`config.mk`:
```
export PLATFORM = sky130hd
export DESIGN_NAME = peripheral_bin2bcd
export DESIGN_NICKNAME = d
export VERILOG_FILES = /design/src/rtl/peripheral_bin2bcd.sv
export SDC_FILE = /design/constraint.sdc
export NUM_CORES = 1
export LEC_CHECK = 0
export CORE_MARGIN = 2
export CORE_UTILIZATION = 55
export DETAILED_ROUTE_END_ITERATION = 8
export GPL_ROUTABILITY_DRIVEN = 0
export PLACE_DENSITY = 0.8
export SLEW_MARGIN = 10
export SYNTH_ARGS = -nofsm -noshare
export SYNTH_HDL_FRONTEND = slang
export SYNTH_SLANG_ARGS = --single-unit
```
`constraint.sdc`:
```
create_clock -name clk -period 4.49 [get_ports clk]
set_input_delay 0.898 -clock clk [delete_from_list [all_inputs] [get_ports clk]]
set_output_delay 0.898 -clock clk [all_outputs]
set_load 0.02 [all_outputs]
```
`src/rtl/peripheral_bin2bcd.sv`:
```
// rtl/peripheral_bin2bcd.sv - memory-mapped iterative double-dabble binary-to-BCD converter
module peripheral_bin2bcd #(
  parameter int WIDTH  = 16,
  parameter int DIGITS = 5
) (
  input  logic        clk,
  input  logic        reset,
  input  logic [31:0] d_in,
  input  logic        cs,
  input  logic [4:0]  addr,
  input  logic        rd,
  input  logic        wr,
  output logic [31:0] d_out
);
  localparam int BW = 4 * DIGITS;
  localparam int CW = $clog2(WIDTH + 1);
  localparam logic [4:0] A_DATA   = 5'h00;
  localparam logic [4:0] A_CTRL   = 5'h04;
  localparam logic [4:0] A_STATUS = 5'h08;
  localparam logic [4:0] A_RESULT = 5'h0C;

  typedef enum logic {IDLE, CONV} state_t;
  state_t state, state_nxt;

  logic [WIDTH-1:0]    operand, op_in, mag_in;
  logic [BW+WIDTH-1:0] shreg, shifted;   // {bcd digits, remaining magnitude bits}
  logic [BW-1:0]       result, bcd_adj;
  logic [CW-1:0]       count;
  logic                signed_mode, done, err, sign, neg_in;
  logic                busy, load, shift_en, finish;
  logic                wr_en, rd_en, data_wr;
  logic [31:0]         rd_data;
  logic                unused_bits;

  assign wr_en   = cs & wr;
  assign rd_en   = cs & rd;
  assign data_wr = wr_en && (addr == A_DATA);

  assign op_in  = d_in[WIDTH-1:0];
  assign neg_in = signed_mode & op_in[WIDTH-1];
  assign mag_in = neg_in ? (~op_in + WIDTH'(1)) : op_in;

  assign unused_bits = ^{d_in[31:WIDTH], bcd_adj[BW-1]};

  always_ff @(posedge clk or posedge reset) begin
    if (reset) state <= IDLE;
    else       state <= state_nxt;
  end

  always_comb begin
    state_nxt = state;
    case (state)
      IDLE:    if (data_wr) state_nxt = CONV;
      CONV:    if (count == CW'(1)) state_nxt = IDLE;
      default: state_nxt = IDLE;
    endcase
  end

  always_comb begin
    busy     = (state == CONV);
    load     = (state == IDLE) && data_wr;
    shift_en = busy;
    finish   = busy && (count == CW'(1));
  end

  // Add-3 correction precedes the shift so the final shift leaves clean digits.
  always_comb begin
    bcd_adj = shreg[BW+WIDTH-1:WIDTH];
    for (int i = 0; i < DIGITS; i++) begin
      if (bcd_adj[4*i +: 4] >= 4'd5) bcd_adj[4*i +: 4] = bcd_adj[4*i +: 4] + 4'd3;
    end
    shifted = {bcd_adj[BW-2:0], shreg[WIDTH-1:0], 1'b0};
  end

  always_comb begin
    rd_data = '0;
    case (addr)
      A_DATA:   rd_data[WIDTH-1:0] = operand;
      A_CTRL:   rd_data[0]         = signed_mode;
      A_STATUS: rd_data[3:0]       = {sign, err, done, busy};
      A_RESULT: rd_data[BW-1:0]    = result;
      default:  rd_data            = '0;
    endcase
  end

  always_ff @(posedge clk or posedge reset) begin
    if (reset) begin
      operand     <= '0;
      shreg       <= '0;
      result      <= '0;
      count       <= '0;
      signed_mode <= 1'b0;
      done        <= 1'b0;
      err         <= 1'b0;
      sign        <= 1'b0;
      d_out       <= '0;
    end else begin
      if (rd_en && (addr == A_RESULT) && done) done <= 1'b0;
      if (load) begin
        operand <= op_in;
        sign    <= neg_in;
        shreg   <= {{BW{1'b0}}, mag_in};
        count   <= CW'(WIDTH);
        done    <= 1'b0;
      end else if (shift_en) begin
        shreg <= shifted;
        count <= count - CW'(1);
        if (finish) begin
          result <= shifted[BW+WIDTH-1:WIDTH];
          done   <= 1'b1;
        end
      end
      if (wr_en && (addr == A_CTRL)) begin
        signed_mode <= d_in[0];
        if (d_in[1]) err <= 1'b0;
      end
      if (data_wr && busy) err <= 1'b1;
      if (rd_en) d_out <= rd_data;
    end
  end
endmodule

```
==> run metrics <==
outcome=finished, final reports clean; Setup-failing EPs final=0; IO Port Bufs=between 40 and 50; arrival time at the worst endpoint=roughly 3.4 ns; commonest non-fill, non-tap cell in the layout=dfrtp_1; reg2reg end=result[5]; Synth cell types=46; Cell Chain, Critical Path=clkdlybuf4s50_1 -> or3_1 -> or3_1 -> a211oi_1 -> o31ai_1; routed vias/inst=approximately 5.8; clk_skew=roughly 0.02 ns; final hold viol count=0; final setup TNS=0 ns; Die Width=101 um; CTS H-Tree Depth=3; Netlist Area Pre-Place=5220 um^2; post-synth top area cell=dfrtp_1; R2R Setup Slk=2.18 ns; total power after layout=between 2 and 3 mW; post_cts resized=0; total gr overflow=0; Routed met3 length=between 500 and 600 um; Post-Syn Area per Cell=approximately 10 um^2; share of layout cells above drive strength 1=between 10% and 20%; clock latency on the worst-skew pair=approximately 0.36 ns; Syn Inst Count=507; PD cells=around 470 nW/um^2; CP required=approximately 4.7 ns; DRC=0; Pleak=2.75 nW; post-CTS setup buffer count=0; Hold-fix buffers, CTS=0; met2 WL post-DR=slightly below 6000 um; die area=10300 um^2; Final Critical Period=~3.1 ns; unrepaired setup endpoints after global routing=no; antenna-violating nets left=0; clock buffer depth=2; cell repeated most along the worst path=or3_1; Max-slew headroom=23.8%; Final Cycle Share=~70%; Vias=~4000; initial antenna violation count=0; placed cell count=661; Hold Path Sink=result[17]; P&R area growth vs syn=14.2%; Async SR Flop Fraction=100%; HP Class=flip-flop to flip-flop; Iter 0 DRT Violations=282; CTS tree=built; Worst Slack Setup Final=~1.3 ns; VDD IR max=roughly 220 uV; Yosys top cell area share=roughly half; register area share after synthesis=about half; CP max FO=31; Tot GR Track Use=between 20% and 30%; YS warnings=0; Non-Filler Instances=677; global-route wire length before repair=between 15000 and 20000 um; DRT Pass-1 Iters=5; wire length per cell=between 15 and 20 um; Max Cap Viol=0; critical setup path kind=input port to flip-flop; Initial Utilization=56.5%; maximum clock rate=around 320 MHz; pre-CTS WS=0.977 ns; most frequent cells in the layout=101 x dfrtp_1, 51 x nand2_1, 45 x clkdlybuf4s50_1, 33 x o21ai_0, 31 x inv_1; Final #Nets=approximately 600; wire length on met1=roughly 4900 um; vias in the first global route=3951; I/O Pins=74; Core Area=just over 9000 um^2; CP endpoint kind=flip-flop; CTS root buf=clkbuf_8; fin util=64.5%; #FFs+latches synth=a little over 100; Worst Hold Path Cells=2; number of synthesized flops with an enable pin=0; top layer in use=met4; Tightest Pin Transition=approximately 1.1 ns; CTS Buf Count=9; # diodes=0; largest net degree at the start of global routing=86; final HPWL from detailed placement=8010 um; row cnt=35; Setup crit start kind=input port; largest cells by area after synthesis=dfrtp_1 49%, mux2i_1 4.8%, mux2_2 4.3%; Top FF cell, synth=dfrtp_1; clock-pin transition on the worst setup and hold timing paths=about 0.11 ns; Die Span Y=between 100 and 150 um; reg2reg path depth=4; Worst Hold Launch=result[17]; Clock Sinks=102; WL final=~12000 um; CP max stage cell=or3_1; Max Slew Vio Count=0; delay of the slowest critical-path stage=slightly above 0.9 ns; r2r startpoint=busy
## worst max-delay path by stage
| stage | start | endpoint | slack [ns] | cells after the start |
|---|---|---|---|---|
| finish | addr[4] | shreg[1] | 1.34 | 5 |
| global route | addr[4] | shreg[1] | 1.25 | 5 |
| CTS | addr[4] | shreg[1] | 1.35 | 5 |
| detailed placement | addr[4] | shreg[1] | 0.98 | 5 |
| global placement | addr[4] | shreg[1] | 1.0 | 5 |
| floorplan | reset | busy | 0.92 | 1 |
## worst max-delay path, delay by kind of cell
kind                   cells  cell delay [ns]
and+or+nand+nor            2             1.55
AOI/OAI and AO/OA          2             0.54
buffers and inverters      1             0.40
## power by group
| group | internal, mW | total (mW) | switching, mW |
|---|---|---|---|
| combinational | 0.404 | 0.866 | 0.463 |
| clock | 0.269 | 0.606 | 0.337 |
| sequential | 1.11 | 1.31 | 0.199 |
| total | 1.79 | 2.79 | 0.999 |
## cells in the mapped netlist, types with 3 or more instances
cell type and n:
buf_4 12, nor3b_1 18, o31ai_1 4, xnor2_1 9, nor2_1 17, mux2i_1 25, nand3b_1 6, inv_1 32
nor2b_1 4, a31oi_1 5, a221o_1 5, a21oi_1 20, ha_1 13, buf_2 10, nor4_1 6, nand2b_1 12
o22ai_1 3, a22o_1 10, nor3_1 7, xor2_1 5, nor4b_1 4, a222oi_1 12, nand2_1 51, o21ai_0 33
nand4_1 6, dfrtp_1 102, a32o_1 4, clkbuf_1 19, a21o_1 4, nand3_1 7, mux2_2 20
## per-layer routing
layer  global-route usage [%]  vias up
met2                     40.8      119
met3                     3.31       10
li1                         -     1859
met1                     32.2     1969
met5                        0        -
met4                     6.76        0
## logic make-up after synthesis
| family | after synthesis | share of synthesized area (%) |
|---|---|---|
| AND/OR/NAND/NOR | 146 | 14.9 |
| AO/OA/AOI/OAI | 109 | 14.4 |
| flip-flops | 102 | 48.9 |
| buffers and inverters | 76 | 6.71 |
| multiplexers | 46 | 9.54 |
| XOR/XNOR | 14 | 2.35 |
| adder cells (fa/ha/maj) | 13 | 3.12 |
| other | 1 | 0.0718 |
## layout make-up
type | instances | area (um^2)
sequential | 102 | 2550
clock inverter | 7 | 86.3
timing repair buffer | 58 | 548
fill | 710 | 3280
tap | 129 | 161
inverter | 32 | 123
multi-input combinational | 340 | 2360
clock buffer | 9 | 124
## flip-flops by register name (all words and copies together) (netlist names)
name	cells
sign	1
result	20
count	5
signed_mode	1
operand	16
done	1
shreg	36
err	1
busy	1
d_out	20
## through the flow
stage / hold slack (ns) / cell area [um^2]
2_1_floorplan: 0.441 / 5260
3_3_place_gp: 0.460 / 5750
3_5_place_dp: 0.468 / 5750
4_1_cts: 0.498 / 5960
5_1_grt: 0.519 / 5960
6_report: 0.487 / 5960
Power figures use the tool's default switching activity.
